[src/rtl/cpu_fetch_unit.sv]
// Instruction fetch stage for the RV32I pipeline.
// Issues word reads to instruction memory, buffers the returned words with
// their PCs in a small prefetch FIFO and hands them to decode over a
// valid/ready handshake. A redirect from execute flushes the FIFO and marks
// every response still in flight as stale, so it is dropped when it returns.
module cpu_fetch_unit #(
  parameter int              XLEN       = 32,
  parameter logic [XLEN-1:0] RESET_PC   = 32'h0000_0000,
  parameter int              FIFO_DEPTH = 4
) (
  input  logic            clk,
  input  logic            rst,
  input  logic            fetch_en,
  output logic            imem_req,
  output logic [XLEN-1:0] imem_addr,
  input  logic            imem_gnt,
  input  logic            imem_rvalid,
  input  logic [XLEN-1:0] imem_rdata,
  input  logic            redirect_en,
  input  logic [XLEN-1:0] redirect_pc,
  output logic            if_valid,
  input  logic            if_ready,
  output logic [XLEN-1:0] if_instr,
  output logic [XLEN-1:0] if_pc,
  output logic [XLEN-1:0] if_pc_plus4
);

  localparam int            AW      = $clog2(FIFO_DEPTH);
  localparam int            CW      = AW + 1;
  localparam logic [CW:0]   DEPTH_W = (CW+1)'(FIFO_DEPTH);

  // Sequential PC step; wraps modulo 2^XLEN without any flag.
  function automatic logic [XLEN-1:0] pc_add4(input logic [XLEN-1:0] pc);
    return pc + XLEN'(4);
  endfunction

  logic [XLEN-1:0] fetch_pc;
  logic [XLEN-1:0] resp_pc;
  logic [XLEN-1:0] instr_q [FIFO_DEPTH];
  logic [XLEN-1:0] pc_q    [FIFO_DEPTH];
  logic [AW-1:0]   rd_ptr;
  logic [AW-1:0]   wr_ptr;
  logic [CW-1:0]   count;
  logic [CW-1:0]   outstanding;
  logic [CW-1:0]   discard;
  logic [XLEN-1:0] redirect_base;
  logic            room;
  logic            issue;
  logic            accept;
  logic            push;
  logic            pop;

  // ---- request stage: issue side towards instruction memory ----
  // Masking with ~3 keeps every bit of redirect_pc in use while forcing alignment.
  assign redirect_base = redirect_pc & ~XLEN'(3);
  // Reserving a FIFO slot per outstanding request guarantees pushes never overflow.
  assign room      = ({1'b0, count} + {1'b0, outstanding}) < DEPTH_W;
  assign imem_req  = !rst && fetch_en && !redirect_en && room;
  assign imem_addr = fetch_pc;
  assign issue     = imem_req && imem_gnt;

  // ---- response stage: stale responses are dropped, current ones are pushed ----
  assign accept = imem_rvalid && (discard == '0);
  assign push   = accept && !redirect_en;

  // ---- output stage: head of the registered FIFO, zeroed when empty ----
  assign if_valid    = (count != '0);
  assign pop         = if_valid && if_ready;
  assign if_instr    = if_valid ? instr_q[rd_ptr] : '0;
  assign if_pc       = if_valid ? pc_q[rd_ptr]    : '0;
  assign if_pc_plus4 = pc_add4(if_pc);

  // Control state: PCs, FIFO pointers and the in-flight bookkeeping counters.
  always_ff @(posedge clk) begin
    if (rst) begin
      fetch_pc    <= RESET_PC;
      resp_pc     <= RESET_PC;
      rd_ptr      <= '0;
      wr_ptr      <= '0;
      count       <= '0;
      outstanding <= '0;
      discard     <= '0;
    end else if (redirect_en) begin
      fetch_pc    <= redirect_base;
      resp_pc     <= redirect_base;
      rd_ptr      <= '0;
      wr_ptr      <= '0;
      count       <= '0;
      outstanding <= '0;
      // A response arriving now belongs to the old stream, so it retires one stale slot.
      discard     <= discard + outstanding - CW'(imem_rvalid);
    end else begin
      if (issue) begin
        fetch_pc <= pc_add4(fetch_pc);
      end
      if (accept) begin
        resp_pc <= pc_add4(resp_pc);
      end
      if (push) begin
        wr_ptr <= wr_ptr + AW'(1);
      end
      if (pop) begin
        rd_ptr <= rd_ptr + AW'(1);
      end
      count       <= count + CW'(push) - CW'(pop);
      outstanding <= outstanding + CW'(issue) - CW'(accept);
      if (imem_rvalid && (discard != '0)) begin
        discard <= discard - CW'(1);
      end
    end
  end

  // FIFO storage: data only, written on push and never reset.
  always_ff @(posedge clk) begin
    if (push) begin
      instr_q[wr_ptr] <= imem_rdata;
      pc_q[wr_ptr]    <= resp_pc;
    end
  end

endmodule

[config.mk]
export PLATFORM = sky130hd
export DESIGN_NAME = cpu_fetch_unit
export DESIGN_NICKNAME = d
export VERILOG_FILES = /design/src/rtl/cpu_fetch_unit.sv
export SDC_FILE = /design/constraint.sdc
export NUM_CORES = 1
export LEC_CHECK = 0
export CAP_MARGIN = 20
export CORE_MARGIN = 2
export CORE_UTILIZATION = 50
export DETAILED_ROUTE_END_ITERATION = 12
export PLACE_DENSITY = 0.74
export SLEW_MARGIN = 20
export SYNTH_ARGS = -nofsm -noshare
export SYNTH_HDL_FRONTEND = slang
export SYNTH_SLANG_ARGS = --single-unit
[constraint.sdc]
create_clock -name clk -period 9.5 [get_ports clk]
set_input_delay 2.375 -clock clk [delete_from_list [all_inputs] [get_ports clk]]
set_output_delay 2.375 -clock clk [all_outputs]
set_load 0.02 [all_outputs]
== Word level (Yosys, flattened, before mapping) ==
Memory sizes are Yosys's and may differ from the RTL's. A register that Yosys moved wholly into a read port is not among the register bits.
Cells that the tools add are included.

* $add $sub $neg: 13
* Magnitude comparators: 1
* Mux-type cells: 14
* Reductions and logical operators: 17

{| class="wikitable"
|+ Operators with widths
! kind !! number
|-
| 32-bit two-way mux || 6
|-
| 32-bit by 3-bit adder with 32-bit output (second input constant) || 3
|-
| 3-bit by 1-bit subtractor with 3-bit output || 3
|-
| 1-bit logical AND || 8
|-
| 2-bit two-way mux || 4
|-
| 3-bit by 1-bit adder with 3-bit output || 2
|-
| 3-bit two-way mux || 2
|-
| 2-bit nonzero test || 3
|-
| 3-bit nonzero test || 2
|-
| 2-bit by 1-bit adder with 2-bit output (second input constant) || 2
|-
| 3-bit by 3-bit adder with 4-bit output || 1
|-
| 4-bit by 3-bit less-than comparator with 1-bit output (second input constant) || 1
|-
| 3-bit adder || 1
|-
| 3-bit logical NOT || 1
|-
| 3-bit by 1-bit subtractor with 3-bit output (second input constant) || 1
|-
| 1-bit logical NOT || 2
|-
| 1-bit two-way mux || 2
|-
| 2-bit OR reduction || 1
|}

* Register bits: 77
* Memory bits (writable): 256
* Bits of input ports: 71
* Output and inout port bits: 130
* Word-level logic and storage cells: 56
* Memories kept: 2

{| class="wikitable"
|+ Memory list
! name !! depth !! width !! rd ports !! clocked after Yosys merged registers in !! write ports !! line !! RTL
|-
| instr_q || 4 || 32 || 1 || 1 || 1 || 39 || <nowiki>logic [XLEN-1:0] instr_q [FIFO_DEPTH];</nowiki>
|-
| pc_q || 4 || 32 || 1 || 1 || 1 || 40 || <nowiki>logic [XLEN-1:0] pc_q [FIFO_DEPTH];</nowiki>
|}

== Logic depth before layout (Yosys ltp) ==
* Depth after elaboration: 7
* Depth in mapped cells: 15
* Mapped depth without buffers: 12

== Worst setup path after synthesis ==
No wires, ideal clock.

* Kind: reg2out
* Start point: register count[1]
* End point: output if_pc_plus4[18]
* Arrival time: 3123 ps
* Path slack: 4002 ps
* Stages on the path, launching flop included: 14
* Path through: dfxtp_1 nor3_2 inv_1 buf_2 clkbuf_1 clkbuf_1 and2_1 ha_1 nand2_1 o22ai_1 nand4_1 nor3_4 nand4_1 xnor2_1

* Cells in the longest elaborated chain, start to end: 3

{| class="wikitable"
|+ Ends and longest elaborated chain
! element !! line !! RTL
|-
| start: declaration || 43 || <nowiki>logic [CW-1:0] count;</nowiki>
|-
| start signal: assignment || 105 || <nowiki>count <= count + CW'(push) - CW'(pop);</nowiki>
|-
| 3-bit nonzero test || 67 || <nowiki>assign if_valid = (count != '0);</nowiki>
|-
| net if_valid || 21 || <nowiki>output logic if_valid,</nowiki>
|-
| 32-bit two-way mux || 70 || <nowiki>assign if_pc = if_valid ? pc_q[rd_ptr] : '0;</nowiki>
|-
| net if_pc[3] || 24 || <nowiki>output logic [XLEN-1:0] if_pc,</nowiki>
|-
| 32-bit by 3-bit adder with 32-bit output || 34 || <nowiki>return pc + XLEN'(4);</nowiki>
|-
| end: declaration || 25 || <nowiki>output logic [XLEN-1:0] if_pc_plus4</nowiki>
|}

The timed path passes the listed nets, and every way through them passes these cells.

== Final worst setup path ==
* Start point: register count[1]
* End point: output if_pc_plus4[14]

* Cells in the longest elaborated chain, start to end: 3

{| class="wikitable"
|+ Ends and longest elaborated chain
! element !! line
|-
| 3-bit nonzero test || 67
|-
| 32-bit two-way mux || 70
|-
| 32-bit by 3-bit adder with 32-bit output || 34
|}

No other way between the ends.

==> impl_metrics.json <==
{
  "setup_viol": 0,
  "clock_sinks": 323,
  "swShare_pct": 25.00,
  "postCtsSetupBuffers": 0,
  "clk_latency_ps": 500,
  "yosys_warnings": 0,
  "min_path_type": "reg -> reg",
  "start_kind": "register",
  "final_cells": 1616,
  "critPathKind": "reg -> out",
  "tightest_slew_ps": 1004,
  "final_util_pct": 61.70,
  "antenna_found_initial": 0,
  "num_rows": 62,
  "area_growth_pct": 22.48,
  "finalInstanceArea_um2": 17570,
  "yosys.area_share.simple_pct": 12.00,
  "setup_slack_ps": 2672,
  "dp_slack_ps": 2998,
  "use_met2_pct": 31.68,
  "arrival_ps": 4450,
  "synth.distinct_cells": 64,
  "cts_max_path_buffers": 3,
  "viasPerCell": 5.566,
  "finClkSkew_ps": 15.22,
  "clk_pin_slew_ps": 60,
  "synth_compound_area_share_pct": 4.807,
  "cts-root-buf": "clkbuf_16",
  "htreeDepth": 2,
  "core-area_um2": 28470,
  "p_per_area_nw_per_um2": 191.6,
  "globalRouteMet3Util_pct": 3.443,
  "fin_tns_setup_ps": 0,
  "outcome": "completed",
  "hpwlAfterDp_mm": 19.28,
  "maxCapViolCount": 0,
  "muxShareOfSynthArea_pct": 11.09,
  "synth-edff-count": 248,
  "crit_fanout": 36,
  "yosysMostFrequentCell": "edfxtp_1",
  "drt_iter0_markers": 778,
  "dpl_cell_area_um2": 16570,
  "p_leak_nw": 5.952,
  "synthAdderAreaFrac_pct": 1.989,
  "syn_inst": 1020,
  "layout.nets": 1302,
  "min_from": "imem_addr[23]",
  "ctsResizeCount": 0,
  "rsz0062_at_grt": "false",
  "synthTopCellsByCount": "edfxtp_1 (248), dfxtp_1 (75), nor2_1 (71), nand2_1 (64), and2_1 (58)",
  "ff2ff_setup_slack_ps": 6320,
  "cts_tree": "built",
  "die_area_um2": 30060,
  "async_flop_share_pct": 0,
  "vdd_drop_max_mv": 0.1266,
  "postSynthAreaPerCell_um2": 14.06,
  "wl_per_cell_um": 18.94,
  "die_w_um": 173.4,
  "antenna_left": 0,
  "initial_utilization_pct": 50.38,
  "fin_crit_ps": 6828,
  "synth_top_family_by_area": "simple AND/OR/NAND/NOR gates",
  "grt_pass1_vias": 8745,
  "synth_flop_cell": "edfxtp_1",
  "grt_pass1_wl_mm": 48.18,
  "p_clk_share_pct": 35.2,
  "drc": 0,
  "fp.dieH_um": 173.4,
  "p_comb_share_pct": 16.0,
  "boundaryPins": 201,
  "cts_buffers": 34,
  "top_usage_layer": "met2",
  "slew-limit-headroom_pct": 33.04,
  "cts_hold_buf": 0,
  "critPathCaptureType": "primary output",
  "cp-startpoint": "count[1]",
  "diodes": 0,
  "r2r_start": "outstanding[2]",
  "max_freq_mhz": 146.5,
  "synthTopCellsByArea": "edfxtp_1 (52%), dfxtp_1 (10%), mux4_2 (8.3%), and2_1 (2.5%), xnor2_1 (2.4%)",
  "min_period_over_period_pct": 71.88,
  "yosys.area.top_type_share_pct": 51.92,
  "grt.total_usage_pct": 20.19,
  "hold_viol_final": 0,
  "critPathRequiredTime_ps": 7130,
  "p_seq_share_pct": 48.8,
  "power.internal_w": 0.002524,
  "dr.pass1.iters": 5,
  "yosys.area_share.xor_xnor_pct": 4.641,
  "yosysTopAreaCell": "edfxtp_1",
  "slew_violations": 0,
  "dp.cells": 1558,
  "switchingPower_w": 0.0008415,
  "grtUsageMet1_pct": 29.80,
  "num_vias": 8995,
  "gp_congestion": 0.8293,
  "grt_max_degree": 70,
  "grt_overflow_total": 0,
  "synth_seq_cells": 323,
  "wirelength_mm": 30.60,
  "ys_seq_area_share_pct": 62.39,
  "drive_gt1_share_pct": 11.04,
  "syn_area_um2": 14340,
  "io_buffers": 192
}
area by class of cell:
cell class	count	area, um^2
clock buffer	43	915.9
clock inverter	15	73.82
fill	2175	10900
inverter	40	150.1
multi-input combinational	607	4980
sequential	323	8956
tap	384	480.5
timing repair buffer	204	2011
flip-flops by register name, summed over array words and instances, names as in the netlist, named ones only:
| name | cells |
|---|---|
| instr_q | 128 |
| pc_q | 120 |
| imem_addr | 30 |
| resp_pc | 30 |
| count | 3 |
| discard | 3 |
| outstanding | 3 |
| rd_ptr | 2 |
| wr_ptr | 2 |
path summary, 6_finish.rpt:
kind / to / cells past startpoint
setup / recovery: if_pc_plus4[14] / 13
hold / removal: imem_addr[23] / 2
hold reg to reg: imem_addr[23] / 2
setup reg to reg: outstanding[2] / 13
metrics by stage:
step / power (W) / hold WS (ps)
2_1_floorplan: 0.001988 / 479.7
3_5_place_dp: 0.002214 / 504.9
5_1_grt: 0.003501 / 558.1
4_1_cts: 0.003395 / 518.5
3_3_place_gp: 0.002200 / 496.7
6_report: 0.003366 / 522.4
layout by cell type (no fill, tap or decap), types with 10 or more instances in the layout:
cell / n
xor2_1: 36
mux2i_1: 10
mux4_1: 10
a21oi_1: 34
nand2_1: 64
and2_1: 58
nor2_1: 71
clkdlybuf4s50_1: 191
and3_1: 14
buf_4: 11
o21ai_0: 23
dfxtp_1: 73
xnor2_1: 40
nor3_1: 15
clkbuf_16: 35
mux4_2: 53
nand3_1: 24
a21boi_0: 15
nand4_1: 24
ha_1: 18
a31oi_1: 15
inv_1: 37
edfxtp_1: 248
metal layers:
| layer | routed length, um | share of wire, % |
|---|---|---|
| met1 | 14070 | 46 |
| met2 | 13890 | 45 |
| met3 | 2100 | 6.9 |
| met4 | 542 | 1.8 |
| met5 | 0 | 0 |
critical path, cell delays in order (launching register included):
cell and delay (ps):
dfxtp_1 410, nor3_2 70, buf_4 200, inv_2 420
buf_4 410, and2_1 230, ha_1 230, nand2_1 80
o22ai_1 260, nand4_1 370, nor3_4 310, and3_1 210
xnor2_1 110, clkdlybuf4s50_1 620
power by group through the flow:
stage | registers (W) | logic (W) | clock network (W)
after global placement | 0.00167 | 0.000534 | 0
after floorplan | 0.00167 | 0.000321 | 0
after CTS | 0.00164 | 0.000546 | 0.00121
after detailed placement | 0.00167 | 0.000543 | 0
after global routing | 0.00165 | 0.000586 | 0.00126
final | 0.00164 | 0.000539 | 0.00118
logic make-up (layout without fill, tap and decap cells):
family | after synthesis | count (layout)
DFF | 323 | 323
and+or+nand+nor | 316 | 316
AOI/OAI and AO/OA | 112 | 112
buffers and inverters | 95 | 302
xor gates and xnor gates | 76 | 76
muxes | 76 | 76
adders and majority gates | 21 | 21
other | 1 | 6
(Power assumes the default switching activity.)
